===== src/rtl/vend_pkg.sv =====
// Shared encodings and helpers for the vending transaction sequencer.
package vend_pkg;

  typedef enum logic [1:0] {
    S_IDLE    = 2'd0,
    S_COLLECT = 2'd1,
    S_VEND    = 2'd2,
    S_CHANGE  = 2'd3
  } state_t;

  typedef enum logic [1:0] {
    COIN_NONE = 2'b00,
    COIN_ONE  = 2'b01,
    COIN_TWO  = 2'b10,
    COIN_BAD  = 2'b11
  } coin_t;

  function automatic logic [1:0] coin_value(input logic [1:0] c);
    case (c)
      COIN_ONE: return 2'd1;
      COIN_TWO: return 2'd2;
      default:  return 2'd0;
    endcase
  endfunction

endpackage


===== src/rtl/vend_sequencer_if.sv =====
// Coin/dispense bus between the acceptor front end, the sequencer
// and the dispense motor driver.
interface vend_sequencer_if #(
  parameter int CREDIT_W = 5
);
  logic [1:0]          coin;
  logic [CREDIT_W-1:0] price;
  logic                cancel;
  logic                disp_ack;
  logic                disp_req;
  logic                change_pulse;
  logic                coin_reject;
  logic [CREDIT_W-1:0] credit;
  logic                busy;

  modport master (
    output coin, price, cancel, disp_ack,
    input  disp_req, change_pulse, coin_reject,
    input  credit, busy
  );

  modport slave (
    input  coin, price, cancel, disp_ack,
    output disp_req, change_pulse, coin_reject,
    output credit, busy
  );
endinterface


===== src/rtl/vend_timeout_timer.sv =====
// Idle-cycle counter with terminal-count flag for the COLLECT refund
// timeout; only instantiated when REFUND_TIMEOUT_EN is defined.
module vend_timeout_timer #(
  parameter int TIMEOUT_CYC = 1000
) (
  input  logic clock,
  input  logic reset,
  input  logic i_run,
  input  logic i_clr,
  output logic o_tc
);
  localparam int CNT_W =
    (TIMEOUT_CYC > 1) ? $clog2(TIMEOUT_CYC) : 1;
  localparam logic [CNT_W-1:0] LAST =
    CNT_W'(TIMEOUT_CYC - 1);

  logic [CNT_W-1:0] r_cnt;

  always_ff @(posedge clock or posedge reset) begin
    if (reset) begin
      r_cnt <= '0;
    end else if (!i_run || i_clr) begin
      r_cnt <= '0;
    end else if (r_cnt != LAST) begin
      r_cnt <= r_cnt + CNT_W'(1);
    end
  end

  assign o_tc = i_run && (r_cnt == LAST);
endmodule


===== src/rtl/vend_sequencer.sv =====
// Coin credit / dispense / change sequencer.
// Optional refund timeout in COLLECT: define REFUND_TIMEOUT_EN.
module vend_sequencer #(
  parameter int CREDIT_W    = 5,
  parameter int TIMEOUT_CYC = 1000
) (
  input logic            clock,
  input logic            reset,
  vend_sequencer_if.slave bus
);
  import vend_pkg::*;

  localparam logic [CREDIT_W-1:0] CMAX = '1;

  state_t              r_state;
  state_t              w_state_nxt;
  logic [CREDIT_W-1:0] r_credit;
  logic [CREDIT_W-1:0] r_price_q;
  logic [CREDIT_W-1:0] w_credit_nxt;
  logic [CREDIT_W-1:0] w_price_nxt;
  logic [CREDIT_W-1:0] w_remain;
  logic [CREDIT_W:0]   w_sum;
  logic [1:0]          w_val;
  logic                w_valid;
  logic                w_ovf;
  logic                w_tmo;
  logic                w_reject;
  logic                w_disp_req_nxt;
  logic                w_change_nxt;
  logic                r_disp_req;
  logic                r_change_pulse;
  logic                r_coin_reject;

  if (TIMEOUT_CYC < 2) begin : g_bad_timeout
    $error("TIMEOUT_CYC must be at least 2");
  end

  assign w_val    = coin_value(bus.coin);
  assign w_valid  = (w_val != 2'd0);
  assign w_sum    = {1'b0, r_credit} +
                    {{(CREDIT_W-1){1'b0}}, w_val};
  assign w_ovf    = w_sum[CREDIT_W];
  assign w_remain = r_credit - r_price_q;

`ifdef REFUND_TIMEOUT_EN
  logic w_in_collect;
  logic w_accept;

  assign w_in_collect = (r_state == S_COLLECT);
  assign w_accept     = w_in_collect && w_valid &&
                        !bus.cancel;

  vend_timeout_timer #(
    .TIMEOUT_CYC (TIMEOUT_CYC)
  ) u_timer (
    .clock (clock),
    .reset (reset),
    .i_run (w_in_collect),
    .i_clr (w_accept),
    .o_tc  (w_tmo)
  );
`else
  assign w_tmo = 1'b0;
`endif

  always_ff @(posedge clock or posedge reset) begin
    if (reset) begin
      r_state        <= S_IDLE;
      r_credit       <= '0;
      r_price_q      <= '0;
      r_disp_req     <= 1'b0;
      r_change_pulse <= 1'b0;
      r_coin_reject  <= 1'b0;
    end else begin
      r_state        <= w_state_nxt;
      r_credit       <= w_credit_nxt;
      r_price_q      <= w_price_nxt;
      r_disp_req     <= w_disp_req_nxt;
      r_change_pulse <= w_change_nxt;
      r_coin_reject  <= w_reject;
    end
  end

  always_comb begin
    w_state_nxt  = r_state;
    w_credit_nxt = r_credit;
    w_price_nxt  = r_price_q;
    w_reject     = 1'b0;
    unique case (r_state)
      S_IDLE: begin
        if (w_valid) begin
          if (bus.price == '0) begin
            w_reject = 1'b1;
          end else begin
            w_credit_nxt = CREDIT_W'(w_val);
            w_price_nxt  = bus.price;
            w_state_nxt  = S_COLLECT;
          end
        end
      end
      S_COLLECT: begin
        // cancel wins; a coin on the same edge is bounced
        if (bus.cancel) begin
          w_reject    = w_valid;
          w_state_nxt = S_CHANGE;
        end else begin
          if (w_valid) begin
            w_credit_nxt = w_ovf ? CMAX
                                 : w_sum[CREDIT_W-1:0];
            w_reject     = w_ovf;
          end
          if (w_credit_nxt >= r_price_q) begin
            w_state_nxt = S_VEND;
          end else if (!w_valid && w_tmo) begin
            w_state_nxt = S_CHANGE;
          end
        end
      end
      S_VEND: begin
        w_reject = w_valid;
        if (bus.disp_ack) begin
          w_credit_nxt = w_remain;
          w_state_nxt  = (w_remain != '0) ? S_CHANGE
                                          : S_IDLE;
        end
      end
      S_CHANGE: begin
        w_reject = w_valid;
        if (r_credit != '0) begin
          w_credit_nxt = r_credit - CREDIT_W'(1);
        end
        if (r_credit <= CREDIT_W'(1)) begin
          w_state_nxt = S_IDLE;
        end
      end
      default: begin
        w_state_nxt = S_IDLE;
      end
    endcase
  end

  always_comb begin
    w_disp_req_nxt = 1'b0;
    w_change_nxt   = 1'b0;
    unique case (1'b1)
      (w_state_nxt == S_VEND):   w_disp_req_nxt = 1'b1;
      (w_state_nxt == S_CHANGE): w_change_nxt   = 1'b1;
      default: ;
    endcase
  end

  assign bus.disp_req     = r_disp_req;
  assign bus.change_pulse = r_change_pulse;
  assign bus.coin_reject  = r_coin_reject;
  assign bus.credit       = r_credit;
  assign bus.busy         = (r_state == S_VEND) ||
                            (r_state == S_CHANGE);
endmodule


===== src/flat_wrapper.sv =====
// flat-port wrapper written by rule: the top's interface ports become plain ports
module vend_sequencer_flat import vend_pkg::*;
#(
  parameter int CREDIT_W    = 5,
  parameter int TIMEOUT_CYC = 1000
)
  (clock, reset, bus_coin, bus_price, bus_cancel, bus_disp_ack, bus_disp_req, bus_change_pulse, bus_coin_reject, bus_credit, bus_busy);
  vend_sequencer_if #(.CREDIT_W(CREDIT_W)) bus_i ();
  input logic clock;
  input logic reset;
  input wire logic [$bits(bus_i.coin)-1:0] bus_coin;
  input wire logic [$bits(bus_i.price)-1:0] bus_price;
  input wire logic [$bits(bus_i.cancel)-1:0] bus_cancel;
  input wire logic [$bits(bus_i.disp_ack)-1:0] bus_disp_ack;
  output wire logic [$bits(bus_i.disp_req)-1:0] bus_disp_req;
  output wire logic [$bits(bus_i.change_pulse)-1:0] bus_change_pulse;
  output wire logic [$bits(bus_i.coin_reject)-1:0] bus_coin_reject;
  output wire logic [$bits(bus_i.credit)-1:0] bus_credit;
  output wire logic [$bits(bus_i.busy)-1:0] bus_busy;
  assign bus_i.coin = bus_coin;
  assign bus_i.price = bus_price;
  assign bus_i.cancel = bus_cancel;
  assign bus_i.disp_ack = bus_disp_ack;
  assign bus_disp_req = bus_i.disp_req;
  assign bus_change_pulse = bus_i.change_pulse;
  assign bus_coin_reject = bus_i.coin_reject;
  assign bus_credit = bus_i.credit;
  assign bus_busy = bus_i.busy;
  vend_sequencer #(.CREDIT_W(CREDIT_W), .TIMEOUT_CYC(TIMEOUT_CYC)) u_core (.clock(clock), .reset(reset), .bus(bus_i));
endmodule

===== config.mk =====
export PLATFORM = sky130hd
export DESIGN_NAME = vend_sequencer_flat
export DESIGN_NICKNAME = d
export VERILOG_FILES = /design/src/rtl/vend_pkg.sv /design/src/rtl/vend_sequencer_if.sv /design/src/rtl/vend_timeout_timer.sv /design/src/rtl/vend_sequencer.sv /design/src/flat_wrapper.sv
export SDC_FILE = /design/constraint.sdc
export NUM_CORES = 1
export LEC_CHECK = 0
export CAP_MARGIN = 20
export CORE_ASPECT_RATIO = 1.2
export CORE_MARGIN = 2
export CORE_UTILIZATION = 42
export DETAILED_ROUTE_END_ITERATION = 6
export GPL_TIMING_DRIVEN = 1
export MAX_ROUTING_LAYER = met4
export PLACE_DENSITY = 0.66
export SYNTH_ARGS = -nofsm -noshare
export SYNTH_HDL_FRONTEND = slang
export SYNTH_SLANG_ARGS = --single-unit

===== constraint.sdc =====
create_clock -name clock -period 7.36 [get_ports clock]
set_input_delay 1.472 -clock clock [delete_from_list [all_inputs] [get_ports clock]]
set_output_delay 1.472 -clock clock [all_outputs]
set_load 0.01 [all_outputs]

==> summary.txt <==
STA
  • Slew margin rel.: 50.72%
  • Fin Setup TNS: 0 ns
  • Worst hold slack: 0.5618 ns
  • Final Skew: 0.007683 ns
  • Fin. Hold Viols: 0
  • Setup-failing EPs final: 0
  • RSZ-0062 raised after global routing: no
  • Final Max Tran Viols: 0
  • Fmax: 0.2253 GHz
  • Min Tclk post-route: 4.439 ns
  • Worst Max-Slew Pin Slew: 0.7391 ns
  • Fin worst setup slack: 2.921 ns
  • Period utilization: 60.31%

Worst setup path
  • Critical path class: primary input to flip-flop
  • Crit Path Max Fanout: 3
  • Critical path arrival: 4.57 ns
  • WP data required: 7.49 ns
  • CP startpoint kind: primary input
  • CP endpoint kind: flip-flop

Yosys
  • Largest family of logic cells by synthesized area: compound AO/OA/AOI/OAI gates
  • Post-synthesis compound-gate area fraction: 24.13%
  • Top cell type's share of synthesized area: 25.49%
  • EDFF count, synth: 0
  • Post-synthesis adder-cell area fraction: 16.31%
  • Async set-reset flop share out of synthesis: 100.0%
  • Main synth FF type: dfrtp_1
  • Flops & latches, synth: 15
  • Multiplexer share of the synthesized area: 4.503%
  • YS warnings: 0
  • Synth Area in XOR/XNOR: 3.993%
  • Synth cell count leaders: inv_1 (19), ha_1 (16), nand2_1 (16)
  • Post-synthesis simple-gate area fraction: 18.69%
  • Count leader, synth: inv_1
  • Syn_area_per_cell: 8.714 µm²
  • Netlist cell types: 51
  • Register area share after synthesis: 25.49%
  • Cells after Synth: 169
  • Post-Syn Nets: 198
  • Syn Std Cell Area: 0.001473 mm²
  • Yosys top cell by area: dfrtp_1
  • Top cells by area, synth: dfrtp_1 (25%), ha_1 (14%), inv_1 (4.8%), nand2_1 (4.1%), o21ai_0 (3.7%)

Cells and area
  • Area growth, synth to finish: 17.33%
  • Layout cells sized above 1: 9.189%
  • Layout fillers: 326
  • Nets: 215
  • Multi-input logic area: 996.0 µm²
  • Register area: 375.4 µm²
  • Non-Filler Instances: 222
  • Finished Core Util: 51.76%
  • Antenna Cells: 0

Floorplanning
  • I/O pins: 20
  • DIE HEIGHT: 68.87 µm
  • Core box area: 0.003338 mm²
  • Chip width: 58.06 µm
  • Initial Util: 44.12%
  • Die Area: 0.003998 mm²
  • Rows: 23

Global routing
  • Met1 usage: 27.62%
  • Most used routing layer: met2
  • M2 GR Usage: 40.48%
  • Met3 usage: 1.866%
  • Largest net degree at the start of global routing: 24
  • GRT overflow: 0
  • Vias in the first global route: 1391
  • First-pass GRT wire length: 6672 µm
  • Gr usage total: 23.20%
  • Initial antenna violation count: 0

Drt
  • DR vias/cell: 6.018
  • Pre-antenna DRT Iters: 4
  • Drt wl/cell: 17.29 µm
  • Antenna violation net count after detailed routing: 0
  • Via count: 1336
  • Starting DRC count in detailed routing: 56
  • DRC: 0
  • Final wirelength: 3838 µm

Placed design
  • DP Worst Slack: 2.651 ns
  • RD Place Congestion: 0.9417
  • DP HPWL: 3035 µm
  • Post-Place Cells: 218
  • PortBufs: 19

Power and ir drop
  • LEAKAGE: 0.0007327 µW
  • Power density over cell area: 514.8 mW/mm²
  • VDD IR-drop max: 0.0003570 V

CTS
  • Clock sinks: 15
  • Post-CTS Setup Inserts: 0
  • Clock latency on the worst-skew pair: 0.26 ns
  • Root buffer cell: clkbuf_8
  • Clock buffer depth: 2
  • Max H-tree Level: 1
  • CTS tree: done
  • Post-CTS sizing: 0
  • Hold_buf cts: 0
  • Clock transition at path regs: 0.07 ns
  • Num CTS Buffers: 3

Hold path
  • Worst hold path type: flip-flop to flip-flop

Run status
  • Status: finished, final reports clean

Job
  • Max Cap Viol: 0
logic make-up (layout without fill, tap and decap cells):
group | after synthesis | count (layout)
DFF | 15 | 15
AOI/OAI and AO/OA | 48 | 48
buffers and inverters | 26 | 42
xor gates and xnor gates | 5 | 5
adders and majority gates | 18 | 18
muxes | 5 | 5
and+or+nand+nor | 52 | 52
worst max-delay path, stage by stage:
cell             delay, ns
clkdlybuf4s50_1       0.48
inv_1                 0.04
ha_1                  0.20
ha_1                  0.22
fa_1                  0.36
nor2b_1               0.17
nor2_1                0.09
o21bai_1              0.13
inv_1                 0.07
ha_1                  0.30
nand2_1               0.06
o21ai_0               0.14
a211oi_1              0.12
o311a_1               0.36
or3_1                 0.35
stage by stage:
| stage | area, µm² | total power (µW) |
|---|---|---|
| after floorplan | 1473 | 637.0 |
| after global placement | 1679 | 796.9 |
| after detailed placement | 1679 | 810.9 |
| after CTS | 1728 | 888.7 |
| after global routing | 1728 | 977.8 |
| final | 1728 | 889.6 |
placed cells by master (no fill, tap or decap), types with 2 or more instances in the layout:
cell type,count
nor3_1,4
xnor2_1,3
nor2_1,9
nand2_1,16
a21oi_2,3
ha_1,16
nor2b_1,5
a21oi_1,5
and2_1,2
dfrtp_1,15
o211ai_1,2
o21bai_1,2
o311a_1,3
nand3_1,4
a211oi_1,3
fa_1,2
or3_1,2
o2bb2ai_1,2
inv_1,19
clkbuf_8,3
a2111oi_0,2
o31ai_1,2
o21ai_0,11
o311ai_0,2
clkdlybuf4s50_1,19
mux2_2,3
routing by layer:
metal / routed length (µm) / vias up
met2: 1908 / 39
met5: 0 / -
met4: 99 / 0
li1: - / 650
met3: 119 / 8
met1: 1711 / 639
worst paths after layout:
| path | startpoint | to | slack (ns) | depth (start not counted) |
|---|---|---|---|---|
| worst max-delay path | bus_coin[1] | u_core.r_state[0] | 2.92 | 15 |
| worst min-delay path | u_core.r_price_q[0] | u_core.r_price_q[0] | 0.56 | 1 |
| worst max register to register | u_core.bus.credit[0] | u_core.r_state[0] | 4.32 | 12 |
| worst min register to register | u_core.r_price_q[0] | u_core.r_price_q[0] | 0.56 | 1 |
| max in group asynchronous | reset | u_core.bus.credit[1] | 5.40 | 2 |
| min in group asynchronous | reset | u_core.bus.change_pulse | 1.57 | 2 |
flip-flops by register name, summed over array words and instances, names as in the netlist:
name and flops:
u_core.bus.change_pulse 1, u_core.r_price_q 5, u_core.r_state 2, u_core.bus.credit 5, u_core.bus.disp_req 1, u_core.bus.coin_reject 1
power breakdown:
part / switching, µW / internal (µW)
logic: 322 / 289
registers: 79.5 / 124
clock network: 36.5 / 38.1
area by class of cell:
type                    count  share of cell area [%]
repair buffers             19                   11.01
clock buffers               3                   2.390
multi-input cells         128                   57.64
well taps                  37                   2.679
flip-flops and latches     15                   21.72
inverters                  19                   4.127
clock inverters             1                  0.4345
Note: power is estimated with default switching activity, not from simulation.
